[src/rtl/alu_seq_if.sv]
// Handshake bundle for alu_seq: operand/opcode request side and result/flags response side.
// The master drives requests and takes results; the slave is the ALU.
interface alu_seq_if #(
    parameter int WIDTH = 8
);
    logic             in_valid;
    logic             in_ready;
    logic [3:0]       opcode;
    logic [WIDTH-1:0] a;
    logic [WIDTH-1:0] b;
    logic             out_valid;
    logic             out_ready;
    logic [WIDTH-1:0] res;
    logic             zero_flag;
    logic             carry_flag;
    logic             overflow_flag;
    logic             negative_flag;

    modport master (
        output in_valid, opcode, a, b, out_ready,
        input  in_ready, out_valid, res, zero_flag, carry_flag, overflow_flag, negative_flag
    );

    modport slave (
        input  in_valid, opcode, a, b, out_ready,
        output in_ready, out_valid, res, zero_flag, carry_flag, overflow_flag, negative_flag
    );
endinterface

[src/rtl/alu_seq.sv]
// Registered, handshaked ALU with single-cycle logic/arith/shift ops and an iterative
// shift-add multiplier. Result and flags are held in DONE until the consumer takes them.
module alu_seq #(
    parameter int WIDTH = 8
) (
    input  logic       clk,
    input  logic       rst_n,
    alu_seq_if.slave   bus
);
    localparam int SHW = $clog2(WIDTH);
    localparam int CW  = $clog2(WIDTH + 1);
    localparam bit SH_CAN_OVER = ((2 ** SHW) != WIDTH);

    localparam logic [3:0] OP_ADD = 4'd0;
    localparam logic [3:0] OP_SUB = 4'd1;
    localparam logic [3:0] OP_AND = 4'd2;
    localparam logic [3:0] OP_OR  = 4'd3;
    localparam logic [3:0] OP_XOR = 4'd4;
    localparam logic [3:0] OP_NOT = 4'd5;
    localparam logic [3:0] OP_SHL = 4'd6;
    localparam logic [3:0] OP_SHR = 4'd7;
    localparam logic [3:0] OP_MUL = 4'd8;

    typedef enum logic [1:0] {
        S_IDLE = 2'd0,
        S_MUL  = 2'd1,
        S_DONE = 2'd2
    } state_e;

    state_e           state_q, state_d;
    logic [WIDTH-1:0] res_q, res_d;
    logic             z_q, z_d, c_q, c_d, v_q, v_d, n_q, n_d;
    logic [WIDTH-1:0] mcand_q, mcand_d;
    logic [WIDTH-1:0] mpl_q, mpl_d;
    logic [WIDTH-1:0] acc_q, acc_d;
    logic [CW-1:0]    cnt_q, cnt_d;

    logic             accept_s;
    logic             mul_last_s;
    logic [SHW-1:0]   sh_s;
    logic             sh_big_s;
    logic [WIDTH:0]   add_s, sub_s, shl_s, shr_s;
    logic [WIDTH-1:0] alu_res_s;
    logic             alu_c_s, alu_v_s;
    logic [WIDTH:0]   mul_sum_s;
    logic [WIDTH-1:0] acc_nx_s, mpl_nx_s;
    logic             load_s;
    logic [WIDTH-1:0] ld_res_s;
    logic             ld_c_s, ld_v_s;

    assign accept_s   = bus.in_valid && (state_q == S_IDLE);
    assign mul_last_s = (cnt_q == CW'(WIDTH - 1));
    assign sh_s       = bus.b[SHW-1:0];
    assign sh_big_s   = SH_CAN_OVER && (32'(sh_s) >= 32'(WIDTH));

    // Single-cycle operation results with carry and signed-overflow.
    always_comb begin
        add_s     = {1'b0, bus.a} + {1'b0, bus.b};
        sub_s     = {1'b0, bus.a} - {1'b0, bus.b};
        shl_s     = {1'b0, bus.a} << sh_s;
        shr_s     = {bus.a, 1'b0} >> sh_s;
        alu_res_s = '0;
        alu_c_s   = 1'b0;
        alu_v_s   = 1'b0;
        case (bus.opcode)
            OP_ADD: begin
                alu_res_s = add_s[WIDTH-1:0];
                alu_c_s   = add_s[WIDTH];
                alu_v_s   = (bus.a[WIDTH-1] == bus.b[WIDTH-1]) && (add_s[WIDTH-1] != bus.a[WIDTH-1]);
            end
            OP_SUB: begin
                alu_res_s = sub_s[WIDTH-1:0];
                alu_c_s   = sub_s[WIDTH];
                alu_v_s   = (bus.a[WIDTH-1] != bus.b[WIDTH-1]) && (sub_s[WIDTH-1] != bus.a[WIDTH-1]);
            end
            OP_AND: alu_res_s = bus.a & bus.b;
            OP_OR:  alu_res_s = bus.a | bus.b;
            OP_XOR: alu_res_s = bus.a ^ bus.b;
            OP_NOT: alu_res_s = ~bus.a;
            OP_SHL: begin
                if (sh_big_s) begin
                    alu_res_s = '0;
                    alu_c_s   = 1'b0;
                end else begin
                    alu_res_s = shl_s[WIDTH-1:0];
                    alu_c_s   = shl_s[WIDTH];
                end
            end
            OP_SHR: begin
                if (sh_big_s) begin
                    alu_res_s = '0;
                    alu_c_s   = 1'b0;
                end else begin
                    alu_res_s = shr_s[WIDTH:1];
                    alu_c_s   = shr_s[0];
                end
            end
            default: begin
                alu_res_s = '0;
                alu_c_s   = 1'b0;
                alu_v_s   = 1'b0;
            end
        endcase
    end

    // One shift-add step: acc:mpl holds the partial product, mpl's LSB selects the add.
    always_comb begin
        mul_sum_s = {1'b0, acc_q} + (mpl_q[0] ? {1'b0, mcand_q} : {(WIDTH + 1){1'b0}});
        acc_nx_s  = mul_sum_s[WIDTH:1];
        mpl_nx_s  = {mul_sum_s[0], mpl_q[WIDTH-1:1]};
    end

    // Next-state logic.
    always_comb begin
        state_d = state_q;
        case (state_q)
            S_IDLE: begin
                if (accept_s) begin
                    state_d = (bus.opcode == OP_MUL) ? S_MUL : S_DONE;
                end else begin
                    state_d = S_IDLE;
                end
            end
            S_MUL: begin
                if (mul_last_s) begin
                    state_d = S_DONE;
                end else begin
                    state_d = S_MUL;
                end
            end
            S_DONE: begin
                if (bus.out_ready) begin
                    state_d = S_IDLE;
                end else begin
                    state_d = S_DONE;
                end
            end
            default: state_d = S_IDLE;
        endcase
    end

    // Datapath next values: multiplier iteration and result/flag capture.
    always_comb begin
        mcand_d  = mcand_q;
        mpl_d    = mpl_q;
        acc_d    = acc_q;
        cnt_d    = cnt_q;
        load_s   = 1'b0;
        ld_res_s = alu_res_s;
        ld_c_s   = alu_c_s;
        ld_v_s   = alu_v_s;
        case (state_q)
            S_IDLE: begin
                if (accept_s && (bus.opcode == OP_MUL)) begin
                    mcand_d = bus.a;
                    mpl_d   = bus.b;
                    acc_d   = '0;
                    cnt_d   = '0;
                end else if (accept_s) begin
                    load_s  = 1'b1;
                end else begin
                    load_s  = 1'b0;
                end
            end
            S_MUL: begin
                acc_d = acc_nx_s;
                mpl_d = mpl_nx_s;
                cnt_d = cnt_q + CW'(1);
                if (mul_last_s) begin
                    load_s   = 1'b1;
                    ld_res_s = mpl_nx_s;
                    ld_c_s   = |acc_nx_s;
                    ld_v_s   = 1'b0;
                end else begin
                    load_s   = 1'b0;
                end
            end
            default: load_s = 1'b0;
        endcase

        if (load_s) begin
            res_d = ld_res_s;
            z_d   = (ld_res_s == '0);
            c_d   = ld_c_s;
            v_d   = ld_v_s;
            n_d   = ld_res_s[WIDTH-1];
        end else begin
            res_d = res_q;
            z_d   = z_q;
            c_d   = c_q;
            v_d   = v_q;
            n_d   = n_q;
        end
    end

    // State register.
    always_ff @(posedge clk or negedge rst_n) begin
        if (!rst_n) begin
            state_q <= S_IDLE;
        end else begin
            state_q <= state_d;
        end
    end

    // Datapath registers; reset discards any in-flight multiply.
    always_ff @(posedge clk or negedge rst_n) begin
        if (!rst_n) begin
            res_q   <= '0;
            z_q     <= 1'b0;
            c_q     <= 1'b0;
            v_q     <= 1'b0;
            n_q     <= 1'b0;
            mcand_q <= '0;
            mpl_q   <= '0;
            acc_q   <= '0;
            cnt_q   <= '0;
        end else begin
            res_q   <= res_d;
            z_q     <= z_d;
            c_q     <= c_d;
            v_q     <= v_d;
            n_q     <= n_d;
            mcand_q <= mcand_d;
            mpl_q   <= mpl_d;
            acc_q   <= acc_d;
            cnt_q   <= cnt_d;
        end
    end

    // Outputs decoded from registered state and captured result.
    always_comb begin
        bus.in_ready      = (state_q == S_IDLE);
        bus.out_valid     = (state_q == S_DONE);
        bus.res           = res_q;
        bus.zero_flag     = z_q;
        bus.carry_flag    = c_q;
        bus.overflow_flag = v_q;
        bus.negative_flag = n_q;
    end
endmodule

[src/flat_wrapper.sv]
// flat-port wrapper written by rule: the top's interface ports become plain ports
module alu_seq_flat 
#(
    parameter int WIDTH = 8
)
  (clk, rst_n, bus_in_valid, bus_opcode, bus_a, bus_b, bus_out_ready, bus_in_ready, bus_out_valid, bus_res, bus_zero_flag, bus_carry_flag, bus_overflow_flag, bus_negative_flag);
  alu_seq_if #(.WIDTH(WIDTH)) bus_i ();
  input  logic clk;
  input  logic rst_n;
  input wire logic [$bits(bus_i.in_valid)-1:0] bus_in_valid;
  input wire logic [$bits(bus_i.opcode)-1:0] bus_opcode;
  input wire logic [$bits(bus_i.a)-1:0] bus_a;
  input wire logic [$bits(bus_i.b)-1:0] bus_b;
  input wire logic [$bits(bus_i.out_ready)-1:0] bus_out_ready;
  output wire logic [$bits(bus_i.in_ready)-1:0] bus_in_ready;
  output wire logic [$bits(bus_i.out_valid)-1:0] bus_out_valid;
  output wire logic [$bits(bus_i.res)-1:0] bus_res;
  output wire logic [$bits(bus_i.zero_flag)-1:0] bus_zero_flag;
  output wire logic [$bits(bus_i.carry_flag)-1:0] bus_carry_flag;
  output wire logic [$bits(bus_i.overflow_flag)-1:0] bus_overflow_flag;
  output wire logic [$bits(bus_i.negative_flag)-1:0] bus_negative_flag;
  assign bus_i.in_valid = bus_in_valid;
  assign bus_i.opcode = bus_opcode;
  assign bus_i.a = bus_a;
  assign bus_i.b = bus_b;
  assign bus_i.out_ready = bus_out_ready;
  assign bus_in_ready = bus_i.in_ready;
  assign bus_out_valid = bus_i.out_valid;
  assign bus_res = bus_i.res;
  assign bus_zero_flag = bus_i.zero_flag;
  assign bus_carry_flag = bus_i.carry_flag;
  assign bus_overflow_flag = bus_i.overflow_flag;
  assign bus_negative_flag = bus_i.negative_flag;
  alu_seq #(.WIDTH(WIDTH)) u_core (.clk(clk), .rst_n(rst_n), .bus(bus_i));
endmodule
[config.mk]
export PLATFORM = sky130hd
export DESIGN_NAME = alu_seq_flat
export DESIGN_NICKNAME = d
export VERILOG_FILES = /design/src/rtl/alu_seq_if.sv /design/src/rtl/alu_seq.sv /design/src/flat_wrapper.sv
export SDC_FILE = /design/constraint.sdc
export NUM_CORES = 1
export LEC_CHECK = 0
export CAP_MARGIN = 20
export CORE_MARGIN = 10
export CORE_UTILIZATION = 25
export DETAILED_ROUTE_END_ITERATION = 6
export PLACE_DENSITY_LB_ADDON = 0.2
export SYNTH_ARGS = -nofsm -noshare
export SYNTH_HDL_FRONTEND = slang
export SYNTH_SLANG_ARGS = --single-unit
[constraint.sdc]
create_clock -name clk -period 7.5 [get_ports clk]
set_input_delay 1.5 -clock clk [delete_from_list [all_inputs] [get_ports clk]]
set_output_delay 1.5 -clock clk [all_outputs]
set_load 0.03 [all_outputs]
==> run metrics <==
nets 574; min Tclk post-route 5.026 ns; synth unique cells 75; Pleak 2.005 nW; crit share post-route 67.01%; CTS Sinks 41; ANT nets after route 0; CP Data Required Time 7.62 ns; Reg2Reg Setup Slack 4.56 ns; RSZ-0062 raised after global routing false; Hold WC Path Type register to register; GR Util met2 19.41%; Post-synth top flop dfrtp_1; Initial Util 25.60%; DRC 0; Clock Latency Late Sink 0.28 ns; yosys warns 0; Slowest cell on crit path clkdlybuf4s50_1; Pre-Repair DR Iteration Count 6; Post-synth EDFFs 0; 1st-iter DRT viols 457; sequential area share after synthesis 25.14%; GR met3 Demand/Resource 1.709%; GR Util met1 17.73%; Synth Register Bits 41; vias 3869; clk slew on worst S/H paths 0.06 ns; Die W 147.8 um; DP HPWL 10.61 mm; count of final max-slew check failures 0; first-pass GRT wire length 22.19 mm; most used routing layer met2; Overall Global Routing Usage 12.51%; Fmax achieved 0.1990 GHz; initial antenna violation count 0; Post-Layout Cell Count 729; Crit. End Element register; Die Y 147.8 um; Max Cap Viol 0; root buffer cell clkbuf_16; largest net degree at the start of global routing 45; share of cells above drive strength 1 6.433%; Syn Inst Count 498; synthesis-to-finish area growth 15.82%; Buffers on Ports 37; post-CTS sizing 0; Crit Path Class primary input to register; Fin. Hold Viols 0; CTS buffer count 5; IO Count 38; peak supply drop 0.08392 mV; asr flop ratio synth 100.0%; CP Cell Sequence clkdlybuf4s50_1, inv_1, ha_1, a21o_1, a311oi_1, o21bai_1, a21oi_1, nor2_1, or4_1, o211ai_1, o21ai_0; vias in the first global route 3742; nature of the critical path startpoint primary input; mapped cell area 4081 sq um; total placed cells including tap cells 722; GPL Wtd Cong 0.9787; gr ovfl total 0; pin slew with the least headroom to its limit 1.076 ns; CTS tree done; Post-DP Area 4567 sq um; final setup violation count 0; CP arrival 5.14 ns; CP peak stage delay 1.13 ns; vias per cell 5.307; Max Root-Sink Buffers 2; WL/cell 18.94 um; Synthesized Nets 559; status finished clean; Max-slew headroom 27.64%; antenna cell count 0; Final Cell Area 4727 sq um; setup bufs post-CTS 0; syn avg cell area 8.196 sq um; hold_buf cts 0; die area 21840 sq um; crit-path max FO 23; Cell Rows 46; Power, Total 0.9446 mW; routed wire length 13.81 mm; Cell Pwr Density 199.8 nW/um^2; H-tree levels 2; Worst Skew 0.009246 ns; Core ar. 15940 sq um; Setup TNS Final 0 ns
logic make-up after synthesis:
group                    share of synthesized area, %
multiplexers                                    7.449
adder cells (fa/ha/maj)                         11.89
flip-flops                                      25.14
AO/OA/AOI/OAI                                   24.34
buffers and inverters                           6.437
XOR/XNOR                                       0.8585
AND/OR/NAND/NOR                                 23.88
path summary, 6_finish.rpt:
check | cells after the start | start | end
setup / recovery | 11 | bus_b[1] | u_core.bus.negative_flag
hold / removal | 2 | u_core.mcand_q[0] | u_core.mcand_q[0]
setup reg to reg | 12 | u_core.mpl_q[0] | u_core.bus.carry_flag
hold reg to reg | 2 | u_core.mcand_q[0] | u_core.mcand_q[0]
max in group asynchronous | 1 | rst_n | u_core.mpl_q[3]
min in group asynchronous | 1 | rst_n | u_core.acc_q[3]
per-stage QoR:
step / setup WS [ns] / hold WS [ns] / util, %
2_1_floorplan: 3.719 / 0.4353 / -
3_3_place_gp: 2.346 / 0.4534 / 28.65
3_5_place_dp: 2.276 / 0.4636 / 28.65
4_1_cts: 2.553 / 0.4782 / 29.65
5_1_grt: 2.218 / 0.5041 / 29.65
6_report: 2.474 / 0.4732 / 29.65
cell usage after synthesis (3+ instances only):
library cell  instances  share of area (%)
buf_6                 3               0.83
clkbuf_1             14                1.3
nor2b_1               9                1.4
buf_2                 9                1.1
fa_1                  3                1.5
a21oi_1              36                4.4
mux2_2                4                1.1
a221oi_1              4               0.86
a22oi_1               3               0.55
o21ai_1               4               0.49
dfrtp_1              41                 25
o21bai_1              4               0.74
and2_1                9                1.4
o221ai_1              5                1.1
nand3_1              20                2.5
buf_4                 4               0.74
o21ai_0              39                4.8
nand2_1              57                5.2
nand2b_1              9                1.4
a211o_1               3               0.64
o211ai_1              4               0.74
a21o_1                4               0.74
ha_1                 34                 10
inv_1                25                2.3
nand4_1               3               0.46
a221o_1               3               0.74
mux2i_1               9                2.2
nor4b_1               3               0.64
o31ai_1               3               0.55
a31oi_1               4               0.61
xnor2_1               3               0.64
nor3_1                9                1.1
o22ai_1               7                1.1
nor2_1               43                4.0
or4_1                 6                1.1
and3b_1               3               0.64
mux4_2                7                3.9
power breakdown:
group,switching (mW),internal (mW)
Sequential,0.0506,0.283
Clock,0.0857,0.155
Combinational,0.214,0.157
Total,0.350,0.594
worst max-delay path: cells and delay by family:
kind                       cells  cell delay, ns
AOI/OAI and AO/OA              6            1.25
adders and majority gates      1            0.40
buffers and inverters          2            1.40
and+or+nand+nor                2            0.58
flip-flops by register name, summed over array words and instances, names as in the netlist:
name / cells
u_core.bus.zero_flag: 1
u_core.mpl_q: 8
u_core.cnt_q: 4
u_core.bus.overflow_flag: 1
u_core.state_q: 2
u_core.bus.carry_flag: 1
u_core.bus.res: 7
u_core.mcand_q: 8
u_core.bus.negative_flag: 1
u_core.acc_q: 8
area by class of cell:
cell class	count	area, sq um
timing repair buffer	39	380.4
fill	1712	11220
clock buffer	5	125.1
inverter	26	97.59
multi-input combinational	400	2793
sequential	41	1026
clock inverter	2	35.03
tap	216	270.3
layer usage:
metal	vias to the layer above	part of all wire, %
met1	1830	47
met3	12	6.8
met2	175	45
met5	-	0
li1	1852	-
met4	0	1.2
placed cells by master, fill, tap and decap left out, types with 7 or more instances in the layout:
master,Yosys,layout
mux4_2,7,7
nand2_1,57,57
mux2i_1,9,9
o22ai_1,7,7
o21ai_0,39,39
nor2_1,43,43
a21oi_1,36,36
nand3_1,20,20
nor3_1,9,9
dfrtp_1,41,41
inv_1,25,25
ha_1,34,34
clkdlybuf4s50_1,0,36
nor2b_1,9,9
and2_1,9,9
nand2b_1,9,9
Note: power is estimated with default switching activity, not from simulation.
